`config.mk`:
```
export PLATFORM = sky130hd
export DESIGN_NAME = conv_sched_flat
export DESIGN_NICKNAME = d
export VERILOG_FILES = /design/src/rtl/conv_sched_if.sv /design/src/rtl/conv_sched.sv /design/src/flat_wrapper.sv
export SDC_FILE = /design/constraint.sdc
export NUM_CORES = 1
export LEC_CHECK = 0
export ABC_AREA = 0
export CORE_ASPECT_RATIO = 1.2
export CORE_MARGIN = 1
export CORE_UTILIZATION = 60
export CTS_BUF_LIST = sky130_fd_sc_hd__clkbuf_8
export CTS_CLUSTER_SIZE = 24
export DETAILED_ROUTE_END_ITERATION = 10
export DONT_BUFFER_PORTS = 1
export MAX_ROUTING_LAYER = met4
export PLACE_DENSITY = 0.77
export SYNTH_ARGS = -nofsm -noshare
export SYNTH_HDL_FRONTEND = slang
export SYNTH_SLANG_ARGS = --single-unit
```
`constraint.sdc`:
```
create_clock -name clk -period 5.1 [get_ports clk]
set_input_delay 1.02 -clock clk [delete_from_list [all_inputs] [get_ports clk]]
set_output_delay 1.02 -clock clk [all_outputs]
set_load 0.03 [all_outputs]
```
`src/rtl/conv_sched_if.sv`:
```
// Handshake/result bundle between conv_sched and its neighbours.
// master: the scheduler side; slave: layer control + convolve engine side.
interface conv_sched_if #(
  parameter int KERNEL_SIZE = 3,
  parameter int IMGROW      = 32,
  parameter int IMGCOL      = 32
);
  localparam int PAD   = (KERNEL_SIZE - 1) / 2;
  localparam int OUT_N = (IMGROW - 2 * PAD) * (IMGCOL - 2 * PAD);
  localparam int RW    = (IMGROW > 1) ? $clog2(IMGROW) : 1;
  localparam int CW    = (IMGCOL > 1) ? $clog2(IMGCOL) : 1;
  localparam int AW    = (OUT_N > 1) ? $clog2(OUT_N) : 1;

  logic          start;
  logic          abort;
  logic          busy;
  logic          done;
  logic          win_valid;
  logic          win_ready;
  logic [RW-1:0] win_row;
  logic [CW-1:0] win_col;
  logic          en_convolve;
  logic          out_valid;
  logic [RW-1:0] out_row;
  logic [CW-1:0] out_col;
  logic [AW-1:0] out_addr;
  logic          out_last;

  modport master (
    input  start, abort, win_ready,
    output busy, done, win_valid, win_row, win_col, en_convolve,
           out_valid, out_row, out_col, out_addr, out_last
  );

  modport slave (
    output start, abort, win_ready,
    input  busy, done, win_valid, win_row, win_col, en_convolve,
           out_valid, out_row, out_col, out_addr, out_last
  );
endinterface

```
`src/rtl/conv_sched.sv`:
```
// Convolution sequencing controller: walks every unpadded output position
// in row-major order, issues window requests under valid/ready, and carries
// each request's tags through a fixed-latency shadow pipe so results leave
// tagged with their coordinates and linear feature-map address.
module conv_sched #(
  parameter int KERNEL_SIZE = 3,
  parameter int IMGROW      = 32,
  parameter int IMGCOL      = 32,
  parameter int PIPE_LAT    = 3
) (
  input  logic         clk,
  input  logic         rst,
  conv_sched_if.master bus
);
  localparam int PAD    = (KERNEL_SIZE - 1) / 2;
  localparam int OUT_N  = (IMGROW - 2 * PAD) * (IMGCOL - 2 * PAD);
  localparam int RW     = (IMGROW > 1) ? $clog2(IMGROW) : 1;
  localparam int CW     = (IMGCOL > 1) ? $clog2(IMGCOL) : 1;
  localparam int AW     = (OUT_N > 1) ? $clog2(OUT_N) : 1;
  localparam int STAGES = PIPE_LAT - 1;

  localparam logic [RW-1:0] ROW_FIRST = RW'(PAD);
  localparam logic [RW-1:0] ROW_LAST  = RW'(IMGROW - 1 - PAD);
  localparam logic [CW-1:0] COL_FIRST = CW'(PAD);
  localparam logic [CW-1:0] COL_LAST  = CW'(IMGCOL - 1 - PAD);

  typedef enum logic [1:0] {IDLE, RUN, DRAIN, DONE} state_t;

  typedef struct packed {
    logic [RW-1:0] row;
    logic [CW-1:0] col;
    logic [AW-1:0] addr;
    logic          last;
  } tag_t;

  state_t        state;
  logic          busy_q;
  logic          done_q;
  logic          win_valid_q;
  logic [RW-1:0] row;
  logic [CW-1:0] col;
  logic [AW-1:0] addr;

  logic              hs;
  logic              at_last;
  tag_t              cur_tag;
  logic [STAGES:0]   vld_pipe;
  tag_t [STAGES:0]   tag_pipe;
  logic              tail_last;

  assign hs        = win_valid_q && bus.win_ready;
  assign at_last   = (row == ROW_LAST) && (col == COL_LAST);
  assign cur_tag   = '{row: row, col: col, addr: addr, last: at_last};
  assign tail_last = vld_pipe[STAGES] && tag_pipe[STAGES].last;

  assign bus.busy        = busy_q;
  assign bus.done        = done_q;
  assign bus.win_valid   = win_valid_q;
  assign bus.win_row     = row;
  assign bus.win_col     = col;
  assign bus.en_convolve = hs;
  assign bus.out_valid   = vld_pipe[STAGES];
  assign bus.out_row     = tag_pipe[STAGES].row;
  assign bus.out_col     = tag_pipe[STAGES].col;
  assign bus.out_addr    = tag_pipe[STAGES].addr;
  assign bus.out_last    = tail_last;

  // Pass sequencer: state, position counters and registered status outputs.
  always_ff @(posedge clk or negedge rst) begin
    if (!rst) begin
      state       <= IDLE;
      busy_q      <= 1'b0;
      done_q      <= 1'b0;
      win_valid_q <= 1'b0;
      row         <= '0;
      col         <= '0;
      addr        <= '0;
    end else begin
      done_q <= 1'b0;
      if (bus.abort) begin
        // cancel wins over everything, including a same-cycle start
        state       <= IDLE;
        busy_q      <= 1'b0;
        win_valid_q <= 1'b0;
      end else begin
        case (state)
          IDLE: begin
            if (bus.start) begin
              state       <= RUN;
              busy_q      <= 1'b1;
              win_valid_q <= 1'b1;
              row         <= ROW_FIRST;
              col         <= COL_FIRST;
              addr        <= '0;
            end
          end
          RUN: begin
            // counters only move on an accepted request; a stall holds them
            if (hs) begin
              addr <= addr + AW'(1);
              if (col == COL_LAST) begin
                col <= COL_FIRST;
                row <= row + RW'(1);
              end else begin
                col <= col + CW'(1);
              end
              if (at_last) begin
                state       <= DRAIN;
                win_valid_q <= 1'b0;
              end
            end
          end
          DRAIN: begin
            if (tail_last) begin
              state  <= DONE;
              done_q <= 1'b1;
            end
          end
          default: begin
            state  <= IDLE;
            busy_q <= 1'b0;
          end
        endcase
      end
    end
  end

  // Latency-matching shadow pipe; shifts every cycle, abort kills in-flight valids.
  always_ff @(posedge clk or negedge rst) begin
    if (!rst) begin
      vld_pipe <= '0;
      tag_pipe <= '0;
    end else begin
      if (bus.abort) begin
        vld_pipe <= '0;
      end else begin
        vld_pipe[0] <= hs;
        for (int i = 1; i <= STAGES; i++) vld_pipe[i] <= vld_pipe[i-1];
      end
      tag_pipe[0] <= cur_tag;
      for (int i = 1; i <= STAGES; i++) tag_pipe[i] <= tag_pipe[i-1];
    end
  end
endmodule

```
`src/flat_wrapper.sv`:
```
// flat-port wrapper written by rule: the top's interface ports become plain ports
module conv_sched_flat 
#(
  parameter int KERNEL_SIZE = 3,
  parameter int IMGROW      = 32,
  parameter int IMGCOL      = 32,
  parameter int PIPE_LAT    = 3
)
  (clk, rst, bus_start, bus_abort, bus_win_ready, bus_busy, bus_done, bus_win_valid, bus_win_row, bus_win_col, bus_en_convolve, bus_out_valid, bus_out_row, bus_out_col, bus_out_addr, bus_out_last);
  conv_sched_if #(.KERNEL_SIZE(KERNEL_SIZE), .IMGROW(IMGROW), .IMGCOL(IMGCOL)) bus_i ();
  input  logic clk;
  input  logic rst;
  input wire logic [$bits(bus_i.start)-1:0] bus_start;
  input wire logic [$bits(bus_i.abort)-1:0] bus_abort;
  input wire logic [$bits(bus_i.win_ready)-1:0] bus_win_ready;
  output wire logic [$bits(bus_i.busy)-1:0] bus_busy;
  output wire logic [$bits(bus_i.done)-1:0] bus_done;
  output wire logic [$bits(bus_i.win_valid)-1:0] bus_win_valid;
  output wire logic [$bits(bus_i.win_row)-1:0] bus_win_row;
  output wire logic [$bits(bus_i.win_col)-1:0] bus_win_col;
  output wire logic [$bits(bus_i.en_convolve)-1:0] bus_en_convolve;
  output wire logic [$bits(bus_i.out_valid)-1:0] bus_out_valid;
  output wire logic [$bits(bus_i.out_row)-1:0] bus_out_row;
  output wire logic [$bits(bus_i.out_col)-1:0] bus_out_col;
  output wire logic [$bits(bus_i.out_addr)-1:0] bus_out_addr;
  output wire logic [$bits(bus_i.out_last)-1:0] bus_out_last;
  assign bus_i.start = bus_start;
  assign bus_i.abort = bus_abort;
  assign bus_i.win_ready = bus_win_ready;
  assign bus_busy = bus_i.busy;
  assign bus_done = bus_i.done;
  assign bus_win_valid = bus_i.win_valid;
  assign bus_win_row = bus_i.win_row;
  assign bus_win_col = bus_i.win_col;
  assign bus_en_convolve = bus_i.en_convolve;
  assign bus_out_valid = bus_i.out_valid;
  assign bus_out_row = bus_i.out_row;
  assign bus_out_col = bus_i.out_col;
  assign bus_out_addr = bus_i.out_addr;
  assign bus_out_last = bus_i.out_last;
  conv_sched #(.KERNEL_SIZE(KERNEL_SIZE), .IMGROW(IMGROW), .IMGCOL(IMGCOL), .PIPE_LAT(PIPE_LAT)) u_core (.clk(clk), .rst(rst), .bus(bus_i));
endmodule
```
======== Yosys cells after proc, flatten, opt, wreduce, memory -nomap -nowiden ========
Cells that the tools add are included.
cells by class
  mux-type cells .......................... 27
  equality and inequality tests ........... 12
  reductions and logical operators ........ 12
  $add $sub $neg .......................... 3
  bitwise gates (word level) .............. 1
operator list
  operator                                                                number
  5-bit 2-to-1 mux                                                        5
  10-bit 2-to-1 mux                                                       2
  10-bit one-hot mux with 2 select lines                                  1
  5-bit one-hot mux with 2 select lines                                   2
  4-bit AND reduction                                                     3
  10-bit by 1-bit adder with 10-bit output (second input constant)        1
  5-bit by 1-bit adder with 5-bit output (second input constant)          2
  5-bit equality test (second input constant)                             2
  2-bit 2-to-1 mux                                                        5
  3-bit != test (second input constant)                                   3
  1-bit 2-to-1 mux                                                        8
  2-bit one-hot mux with 3 select lines                                   1
  5-bit AND reduction                                                     1
  2-bit by 1-bit != test with 1-bit output (second input constant)        2
  2-bit != test (second input constant)                                   2
  1-bit one-hot mux with 2 select lines                                   2
  1-bit logical AND                                                       3
  3-bit 2-to-1 mux                                                        1
  3-bit by 2-bit != test with 1-bit output (second input constant)        1
  3-bit nonzero test                                                      1
  2-bit by 1-bit equality test with 1-bit output (second input constant)  1
  2-bit equality test (second input constant)                             1
  2-bit logical NOT                                                       1
  2-bit AND reduction                                                     1
  3 further kinds                                                         3
word-level totals
  output and inout bits ................... 36
  register bits after elaboration ......... 91
  input bits .............................. 5
  word-level logic and storage cells ...... 75

======== Longest topological paths before layout ========
Gate-level depths: netlist (run 1).
  depth in word-level cells ............... 6
  mapped depth ............................ 7
  mapped depth without buffers ............ 6

======== Worst setup path after synthesis (run 1) ========
No wires, ideal clock.
  path type ............................... input-to-output
  start ................................... input bus_win_ready
  end ..................................... output bus_en_convolve
  arrival ................................. 1.310 ns
  required time ........................... 4.080 ns
  stages .................................. 2
  path slack .............................. 2.770 ns
  path buffers ............................ 0
  cell sequence ........................... nand2_1 -> inv_1
between the ends
  cells in the longest elaborated chain, start to end .. 1
RTL lines
  what                line                RTL
  start: declaration  flat_wrapper.sv:15  input wire logic [$bits(bus_i.win_ready)-1:0] bus_win_ready;
  1-bit logical AND   conv_sched.sv:51    assign hs = win_valid_q && bus.win_ready;
  end: declaration    flat_wrapper.sv:21  output wire logic [$bits(bus_i.en_convolve)-1:0] bus_en_convolve;
Every way passes these cells.

======== Worst setup path after layout (run 1) ========
  start ................................... register u_core.win_valid_q (netlist: u_core.bus.win_valid)
  end ..................................... output bus_en_convolve
between the ends
  cells in the longest elaborated chain, start to end .. 1
RTL lines
  what                      line              RTL
  start: declaration        conv_sched.sv:39  logic win_valid_q;
  start signal: assignment  conv_sched.sv:74  win_valid_q <= 1'b0;
  start signal: assignment  conv_sched.sv:84  win_valid_q <= 1'b0;
  start signal: assignment  conv_sched.sv:91  win_valid_q <= 1'b1;
  1-bit logical AND         conv_sched.sv:51
Every way passes these cells.

==> results by group, run 1 <==
Synthesis
  • Top area cells in the synthesized netlist: dfrtp_1 69%, buf_4 4.5%, ha_1 3.0%
  • Number of library cell types mapped by synthesis: 45
  • Syn_nets: 260
  • Cells after Synth: 247
  • Synth Flop Type: dfrtp_1
  • Syn. warnings: 0
  • Post-synth EDFFs: 0
  • Seq/Total Area, Yosys: 0.6889
  • Post-synth top area cell: dfrtp_1
  • Post-synth top cells: 91 x dfrtp_1, 20 x buf_4, 18 x nand2_1
  • Most frequent cell after synthesis: dfrtp_1
  • Cell Area, Synth: 3306 sq um
  • Post-Synthesis Mean Instance Area: 13.38 sq um
  • Ys async rst share: 1.000
  • Synth top area share: 0.6889
  • Flip-flop and latch count after synthesis: 91

Pwr
  • Power per Cell Area: 489.1 nW/um^2
  • Worst vdd ir: 0.3178 mV
  • Pwr Total: 1.657 mW
  • Leakage: 1.646 nW

Clock tree
  • TritonCTS Sinks: 91
  • TritonCTS clock tree: built
  • Clk buf depth: 2
  • Number of post-CTS setup repair buffers: 0
  • Hold Buf Count CTS: 0
  • Count of cells resized by post-cts repair: 0
  • CTS H-tree lvls: 3
  • Num CTS Buffers: 9
  • Clk_lat worst skew: 0.35 ns
  • Clk pin slew, worst setup/hold paths: 0.09 ns
  • Root Buffer: clkbuf_8

Worst setup path
  • Crit end category: output port
  • Worst EP arrival: 1.37 ns
  • Max FO, Critical Path: 5
  • Worst path required time: 4.08 ns
  • Worst path max stage delay: 0.62 ns
  • Startpoint types: flip-flop
  • Critical path class: flip-flop to output port
  • Slowest CP cell: dfrtp_1
  • Cells along the critical path: nand2_1 -> inv_1
  • Buf/Inv on CP: 1
  • Critical path's top delay family: flip-flops

Hold path
  • Worst min path class: flip-flop to flip-flop

Floorplan
  • Die X: 69.76 microns
  • Row count: 29
  • Die Ht: 83.31 microns
  • Initial Util: 0.6240
  • Core area: 5298 sq um
  • Io pins: 41
  • Die area: 5812 sq um

Timing
  • Final worst slack: 2.710 ns
  • Slew Limit Fails: 0
  • Final Cycle Share: 0.4687
  • TNS Setup: 0 ns
  • WHS: 0.3498 ns
  • Fmax: 0.4184 GHz
  • Final setup fails: 0
  • Max Clock Skew: 0.006337 ns
  • Final min period: 2.390 ns
  • Final hold vios: 0
  • Max_slew headroom: 0.6058
  • Unrepaired setup endpoints after global routing: false
  • Slew @ Worst Pin: 0.5881 ns

Placed design
  • Place WS: 2.758 ns
  • Gp weighted congestion: 0.7816
  • HPWL Detailed: 3.039 mm
  • I/O Buffers: 0
  • Placed cell count: 286
  • Dpl cell area: 3213 sq um

Final layout
  • Area Growth Syn to Fin: 2.498%
  • Fraction of layout cells with a size suffix above 1: 0.1046
  • Post-route cell area: 3388 sq um
  • Finished Core Util: 0.6396
  • Finished Layout Cells: 301
  • Final layout net count: 248
  • N_diodes: 0

Global routing
  • Total track usage: 0.1879
  • GRT overflow: 0
  • First-pass GRT wire length: 8.059 mm
  • Pin count of the biggest net entering global routing: 92
  • Initial antenna violation count: 0
  • Vias in the first global route: 1687

Routing
  • First-pass iteration count of the detailed router: 4
  • Starting DRC count in detailed routing: 114
  • Routed len/inst: 15.79 microns
  • Via density per instance: 5.731
  • Vias: 1725
  • Final wirelength: 4.754 mm
  • ANT nets after route: 0
  • DRC violations left: 0

Status
  • Outcome: completed

Run
  • Maxcap violations: 0
[cell usage in the layout (no fill, tap or decap), types with 2 or more instances in the layout]
cell,count
a21oi_1,9
a31o_2,2
a31oi_1,2
and2_1,2
and3_1,2
clkbuf_8,10
clkinvlp_4,2
dfrtp_1,91
ha_1,8
inv_1,10
inv_6,2
mux2i_1,2
nand2_1,18
nand2b_1,2
nand3_1,8
nand4_1,5
nor2_1,10
nor2b_1,4
nor3_1,4
nor3_2,2
nor4_1,2
o21ai_0,9
o311ai_0,2
o31ai_1,4
or3_1,3
or4_1,4
xnor2_1,2
[flip-flops by register name (all words and copies together) (netlist names)]
register	flops
u_core.bus.win_row	5
u_core.state	2
u_core.bus.busy	1
u_core.bus.done	1
u_core.bus.win_col	5
u_core.bus.out_row	5
u_core.addr	10
u_core.vld_pipe	3
u_core.bus.out_addr	10
u_core.tag_pipe	43
u_core.bus.win_valid	1
u_core.bus.out_col	5
[area by class of cell]
type,count,area (sq um)
flip-flops and latches,91,2277
well taps,62,77.57
clock inverters,5,37.54
inverters,10,37.54
fillers,403,1909
multi-input cells,123,820.8
clock buffers,10,137.6
[kinds of logic after synthesis]
group                    Yosys count  share of synthesized area
XOR/XNOR                           2                   0.005300
AO/OA/AOI/OAI                     39                    0.08479
adder cells (fa/ha/maj)            8                    0.03028
AND/OR/NAND/NOR                   72                     0.1219
multiplexers                       2                   0.006056
buffers and inverters             33                    0.06283
flip-flops                        91                     0.6889
[worst reg2reg max path: cells and delay by family (launching register included)]
| family | cells | cell delay [ns] |
|---|---|---|
| AO/OA/AOI/OAI | 3 | 0.65 |
| AND/OR/NAND/NOR | 1 | 0.45 |
| adder cells (fa/ha/maj) | 1 | 0.44 |
| flip-flops | 1 | 0.41 |
| buffers and inverters | 1 | 0.11 |
[worst paths after layout]
path / start / endpoint / slack (ns) / cells after the start
worst max-delay path: u_core.bus.win_valid / bus_en_convolve / 2.71 / 2
worst min-delay path: u_core.tag_pipe[6] / u_core.tag_pipe[27] / 0.35 / 0
worst max register to register: u_core.state[1] / u_core.bus.win_col[2] / 2.94 / 6
worst min register to register: u_core.tag_pipe[6] / u_core.tag_pipe[27] / 0.35 / 0
max in group asynchronous: rst / u_core.vld_pipe[2] / 4.57 / 0
min in group asynchronous: rst / u_core.tag_pipe[11] / 0.36 / 0
[power breakdown]
group	switching [mW]	total, mW	leakage [nW]	internal, mW
Sequential	0.145	0.959	1.24	0.814
Clock	0.241	0.431	0.0852	0.190
Combinational	0.173	0.267	0.322	0.0944
Total	0.559	1.66	1.65	1.10
[metal layers]
metal  up-vias  share of wire  global-route usage
met5         -              0                   -
met1       865           0.45              0.2395
met2        41           0.50              0.2753
li1        817              -                   -
met4         0         0.0061              0.1000
met3         2          0.042             0.05218
No activity file was read; power rests on OpenSTA's default activity.
==> run 2, diff against run 1 <==
==> constraint.sdc (replaced) <==
create_clock -name clk -period 2.4 [get_ports clk]
set_input_delay 0.48 -clock clk [delete_from_list [all_inputs] [get_ports clk]]
set_output_delay 0.48 -clock clk [all_outputs]
set_load 0.03 [all_outputs]
==> results by group, run 2 (synthesis gave the netlist of run 1 again) <==
Status
  • Outcome: finished with violations
  • Failing checks: negative hold slack

Global routing
  • Vias in the first global route: 1719
  • Pin count of the biggest net entering global routing: 92
  • Initial antenna violation count: 0
  • M1 GR Usage: 0.2415
  • Total track usage: 0.1905
  • GR peak layer: met2
  • GRT overflow: 0
  • Met2 GRT Util: 0.2727
  • Met3 GRT Util: 0.07646
  • First-pass GRT wire length: 8.252 mm

Clock tree
  • Clk buf depth: 2
  • TritonCTS clock tree: built
  • Number of post-CTS setup repair buffers: 0
  • Num CTS Buffers: 9
  • Root Buffer: clkbuf_8
  • TritonCTS Sinks: 91
  • CTS H-tree lvls: 3
  • Clk_lat worst skew: 0.35 ns
  • Count of cells resized by post-cts repair: 0
  • Clk pin slew, worst setup/hold paths: 0.09 ns

Timing
  • Max Clock Skew: 0.008825 ns
  • Slew Limit Fails: 0
  • Fmax: 0.4761 GHz
  • Final min period: 2.100 ns
  • Final hold vios: 91
  • WHS: -0.1859 ns
  • Max_slew headroom: 0.6980
  • Final setup fails: 0
  • TNS Setup: 0 ns
  • Slew @ Worst Pin: 0.4529 ns
  • Unrepaired setup endpoints after global routing: false
  • Final Cycle Share: 0.8751

Floorplan
  • Die X: 69.76 microns
  • Core area: 5298 sq um
  • Row count: 29
  • Die Ht: 83.31 microns
  • Die area: 5812 sq um
  • Initial Util: 0.6240
  • Io pins: 41

Final layout
  • Commonest cells after routing, fill and taps aside: 91 x dfrtp_1, 18 x nand2_1, 11 x inv_1, 10 x nor2_1, 10 x clkbuf_8
  • Max reg flops: 43
  • Largest register by flop count: u_core.tag_pipe
  • N_diodes: 0
  • Register area: 2277 sq um
  • Final layout net count: 254
  • Fraction of layout cells with a size suffix above 1: 0.1260
  • Area Growth Syn to Fin: 3.937%
  • Area occupied by multi-input gates: 820.8 sq um
  • Fillers: 397
  • Post-route cell area: 3436 sq um
  • Commonest non-fill, non-tap cell in the layout: dfrtp_1

Worst setup path
  • Critical path's top delay family: simple AND/OR/NAND/NOR gates
  • Slowest CP cell: or4_1
  • Critical path class: flip-flop to flip-flop
  • Crit end category: flip-flop
  • Buf/Inv on CP: 1
  • Stages on the worst setup path: 6
  • Startpoint types: flip-flop
  • Cells along the critical path: inv_1 -> ha_1 -> o21ba_4 -> nand3_4 -> or4_1 -> a21oi_1
  • Worst path max stage delay: 0.52 ns
  • Reg2Reg Depth: 6
  • Max FO, Critical Path: 19
  • Worst EP arrival: 2.37 ns
  • Worst path required time: 2.67 ns

Pwr
  • Power Internal: 2.371 mW
  • Sw power: 1.182 mW
  • Pwr Total: 3.553 mW
  • Worst vdd ir: 0.5940 mV
  • Clock power frac: 0.255
  • Power per Cell Area: 1034 nW/um^2
  • Leakage: 1.678 nW
  • Seq pwr share: 0.554
  • Switching part of the total: 0.3327
  • Combinational power share: 0.191

Placed design
  • Dpl cell area: 3258 sq um
  • Gp weighted congestion: 0.8191
  • I/O Buffers: 0
  • HPWL Detailed: 3.100 mm

Routing
  • Final wirelength: 4.768 mm
  • Routed len/inst: 15.48 microns
  • First-pass iteration count of the detailed router: 4
  • Via density per instance: 5.643
  • Starting DRC count in detailed routing: 156
  • Vias: 1738
  • DRC violations left: 0
  • ANT nets after route: 0

Hold path
  • Worst min path class: input port to async pin

Run
  • Maxcap violations: 0
==> run 2: worst reg2reg max path: stages (launching register included) <==
cell and delay [ns]:
dfrtp_1 0.41, inv_1 0.10, ha_1 0.41, o21ba_4 0.24
nand3_4 0.19, or4_1 0.52, a21oi_1 0.15
==> run 2: per-layer routing <==
layer,wire (microns),share of wire
met1,2124,0.45
met2,2321,0.49
met3,211,0.044
met4,111,0.023
met5,0,0
==> run 2: final cells by class <==
cell class              count  area share
well taps                  62     0.02258
inverters                  10     0.01092
multi-input cells         123      0.2389
clock inverters             6     0.01165
clock buffers              10     0.04006
flip-flops and latches     91      0.6628
repair buffers              6     0.01311
==> run 2: final timing paths <==
path,to,slack (ns),start
hold reg to reg,u_core.bus.out_row[1],0.35,u_core.tag_pipe[38]
setup / recovery,u_core.addr[6],0.30,u_core.state[1]
setup reg to reg,u_core.addr[6],0.30,u_core.state[1]
max in group asynchronous,u_core.state[0],2.44,rst
hold / removal,u_core.bus.win_row[1],-0.19,rst
min in group clk,u_core.bus.win_valid,0.18,bus_abort
==> run 2: power by group through the flow <==
stage / combinational [mW] / clock (mW) / sequential, mW
6_report: 0.678 / 0.906 / 1.97
5_1_grt: 0.761 / 1.00 / 1.99
4_1_cts: 0.679 / 0.938 / 1.97
3_5_place_dp: 0.676 / 0 / 2.00
3_3_place_gp: 0.652 / 0 / 1.99
2_1_floorplan: 0.636 / 0 / 1.93
==> run 2: stage by stage <==
stage	setup slack (ns)	hold slack (ns)	utilization	cells
after floorplan	0.6192	0.1844	-	247
after global placement	0.4536	0.1857	0.6150	292
after detailed placement	0.3500	0.1859	0.6150	292
after CTS	0.3066	-0.2012	0.6486	308
after global routing	0.1496	-0.2145	0.6486	308
final	0.2998	-0.1859	0.6486	308
==> run 3, diff against run 2 <==
--- a/config.mk
+++ b/config.mk
@@ -10,11 +10,12 @@
 export CORE_MARGIN = 1
 export CORE_UTILIZATION = 60
 export CTS_BUF_LIST = sky130_fd_sc_hd__clkbuf_8
+export CTS_CLUSTER_DIAMETER = 50
 export CTS_CLUSTER_SIZE = 24
 export DETAILED_ROUTE_END_ITERATION = 10
 export DONT_BUFFER_PORTS = 1
 export MAX_ROUTING_LAYER = met4
-export PLACE_DENSITY = 0.77
+export PLACE_DENSITY = 0.84
 export SYNTH_ARGS = -nofsm -noshare
 export SYNTH_HDL_FRONTEND = slang
 export SYNTH_SLANG_ARGS = --single-unit
==> results by group, run 3 (synthesis gave the netlist of run 1 again) <==
Worst setup path
  • Worst path required time: 2.67 ns
  • Reg2Reg Depth: 6
  • Worst EP arrival: 2.39 ns
  • Critical path origin: u_core.state[1]
  • Critical path class: flip-flop to flip-flop
  • Crit end category: flip-flop
  • Setup crit end: u_core.addr[6]
  • Max FO, Critical Path: 19
  • Flop-to-flop setup slack: 0.28 ns
  • Worst reg2reg path startpoint: u_core.state[1]
  • Startpoint types: flip-flop
  • Worst R2R End: u_core.addr[6]

Placed design
  • Dpl cell area: 3243 sq um
  • HPWL Detailed: 3.149 mm
  • Gp weighted congestion: 0.8822
  • I/O Buffers: 0
  • Placed cell count: 290
  • Place WS: 0.3204 ns

Clock tree
  • CTS H-tree lvls: 3
  • TritonCTS clock tree: built
  • Clk pin slew, worst setup/hold paths: 0.08 ns
  • Clk_lat worst skew: 0.34 ns
  • Number of post-CTS setup repair buffers: 0
  • TritonCTS Sinks: 91
  • Num CTS Buffers: 9
  • Root Buffer: clkbuf_8
  • Clk buf depth: 2
  • Count of cells resized by post-cts repair: 0

Status
  • Outcome: finished with violations
  • Failing checks: negative hold slack

Routing
  • WL met1: 1.999 mm
  • WL met2: 2.454 mm
  • First-pass iteration count of the detailed router: 4
  • Vias: 1782
  • Final wirelength: 4.782 mm
  • Top sig layer: met4
  • Wire length on met3: 206 microns
  • Starting DRC count in detailed routing: 149
  • Via density per instance: 5.824
  • DRC violations left: 0
  • Routed len/inst: 15.63 microns
  • ANT nets after route: 0

Final layout
  • Final layout net count: 252
  • Area Growth Syn to Fin: 4.504%
  • Commonest cells after routing, fill and taps aside: 91 x dfrtp_1, 18 x nand2_1, 11 x clkbuf_8, 10 x inv_1, 10 x nor2_1
  • Post-route cell area: 3455 sq um
  • N_diodes: 0
  • Area occupied by multi-input gates: 820.8 sq um
  • Fraction of layout cells with a size suffix above 1: 0.1230
  • Largest register by flop count: u_core.tag_pipe
  • Register area: 2277 sq um
  • Max reg flops: 43
  • Commonest non-fill, non-tap cell in the layout: dfrtp_1
  • Finished Layout Cells: 306
  • Fillers: 397

Timing
  • Fmax: 0.4717 GHz
  • WHS: -0.1803 ns
  • TNS Setup: 0 ns
  • Final setup fails: 0
  • Unrepaired setup endpoints after global routing: false
  • Max Clock Skew: 0.006082 ns
  • Final hold vios: 91
  • Slew @ Worst Pin: 0.6216 ns
  • Final Cycle Share: 0.8833
  • Final min period: 2.120 ns
  • Max_slew headroom: 0.5833
  • Slew Limit Fails: 0
  • Final worst slack: 0.2802 ns

Floorplan
  • Die X: 69.76 microns
  • Die area: 5812 sq um
  • Initial Util: 0.6240
  • Row count: 29
  • Io pins: 41
  • Core area: 5298 sq um
  • Die Ht: 83.31 microns

Pwr
  • Leakage: 1.687 nW
  • Worst vdd ir: 0.6293 mV
  • Power per Cell Area: 1066 nW/um^2
  • Pwr Total: 3.683 mW

Global routing
  • Pin count of the biggest net entering global routing: 92
  • First-pass GRT wire length: 8.093 mm
  • Initial antenna violation count: 0
  • GRT overflow: 0
  • Total track usage: 0.1885
  • Vias in the first global route: 1726

Hold path
  • Worst min path class: input port to async pin

Run
  • Maxcap violations: 0
## run 3: cell types whose count changed in the layout (fill, tap and decap cells not counted), sizes merged
cell	before	now
buf	6	4
bufinv	0	1
clkbuf	10	11
clkinv	1	2
clkinvlp	3	1
inv	12	11
## run 3: how the worst min path moves through the flow
stage,end,slack (ns),cells after the start
global placement,u_core.bus.win_row[3],0.19,0
detailed placement,u_core.bus.win_col[1],0.19,0
CTS,u_core.bus.win_col[0],-0.20,0
global route,u_core.bus.win_col[0],-0.21,0
floorplan,u_core.addr[0],0.18,0
finish,u_core.bus.win_col[0],-0.18,0
## run 3: cell type report
class / instances / area share
flip-flops and latches: 91 / 0.6592
multi-input cells: 123 / 0.2376
clock buffers: 11 / 0.04382
well taps: 62 / 0.02246
clock inverters: 5 / 0.01739
inverters: 10 / 0.01087
repair buffers: 4 / 0.008693
## run 3: stage by stage
step	hold WS [ns]	util
2_1_floorplan	0.1844	-
3_3_place_gp	0.1866	0.6122
3_5_place_dp	0.1864	0.6122
4_1_cts	-0.1979	0.6521
5_1_grt	-0.2099	0.6521
6_report	-0.1803	0.6521
## run 3: where the power goes
group / total [mW] / internal, mW / switching, mW
logic: 0.660 / 0.226 / 0.433
registers: 1.97 / 1.73 / 0.245
clock network: 1.05 / 0.542 / 0.507
## run 3: worst max-delay path: stages, from the launching register on
cell	delay, ns
dfrtp_1	0.42
inv_1	0.11
ha_1	0.41
o21ba_4	0.24
nand3_4	0.19
or4_1	0.53
a21oi_1	0.15
## run 3: routing by layer
| layer | vias up | track usage |
|---|---|---|
| met5 | - | - |
| met4 | 0 | 0.09818 |
| met3 | 13 | 0.04612 |
| met2 | 54 | 0.3033 |
| met1 | 901 | 0.2193 |
| li1 | 814 | - |
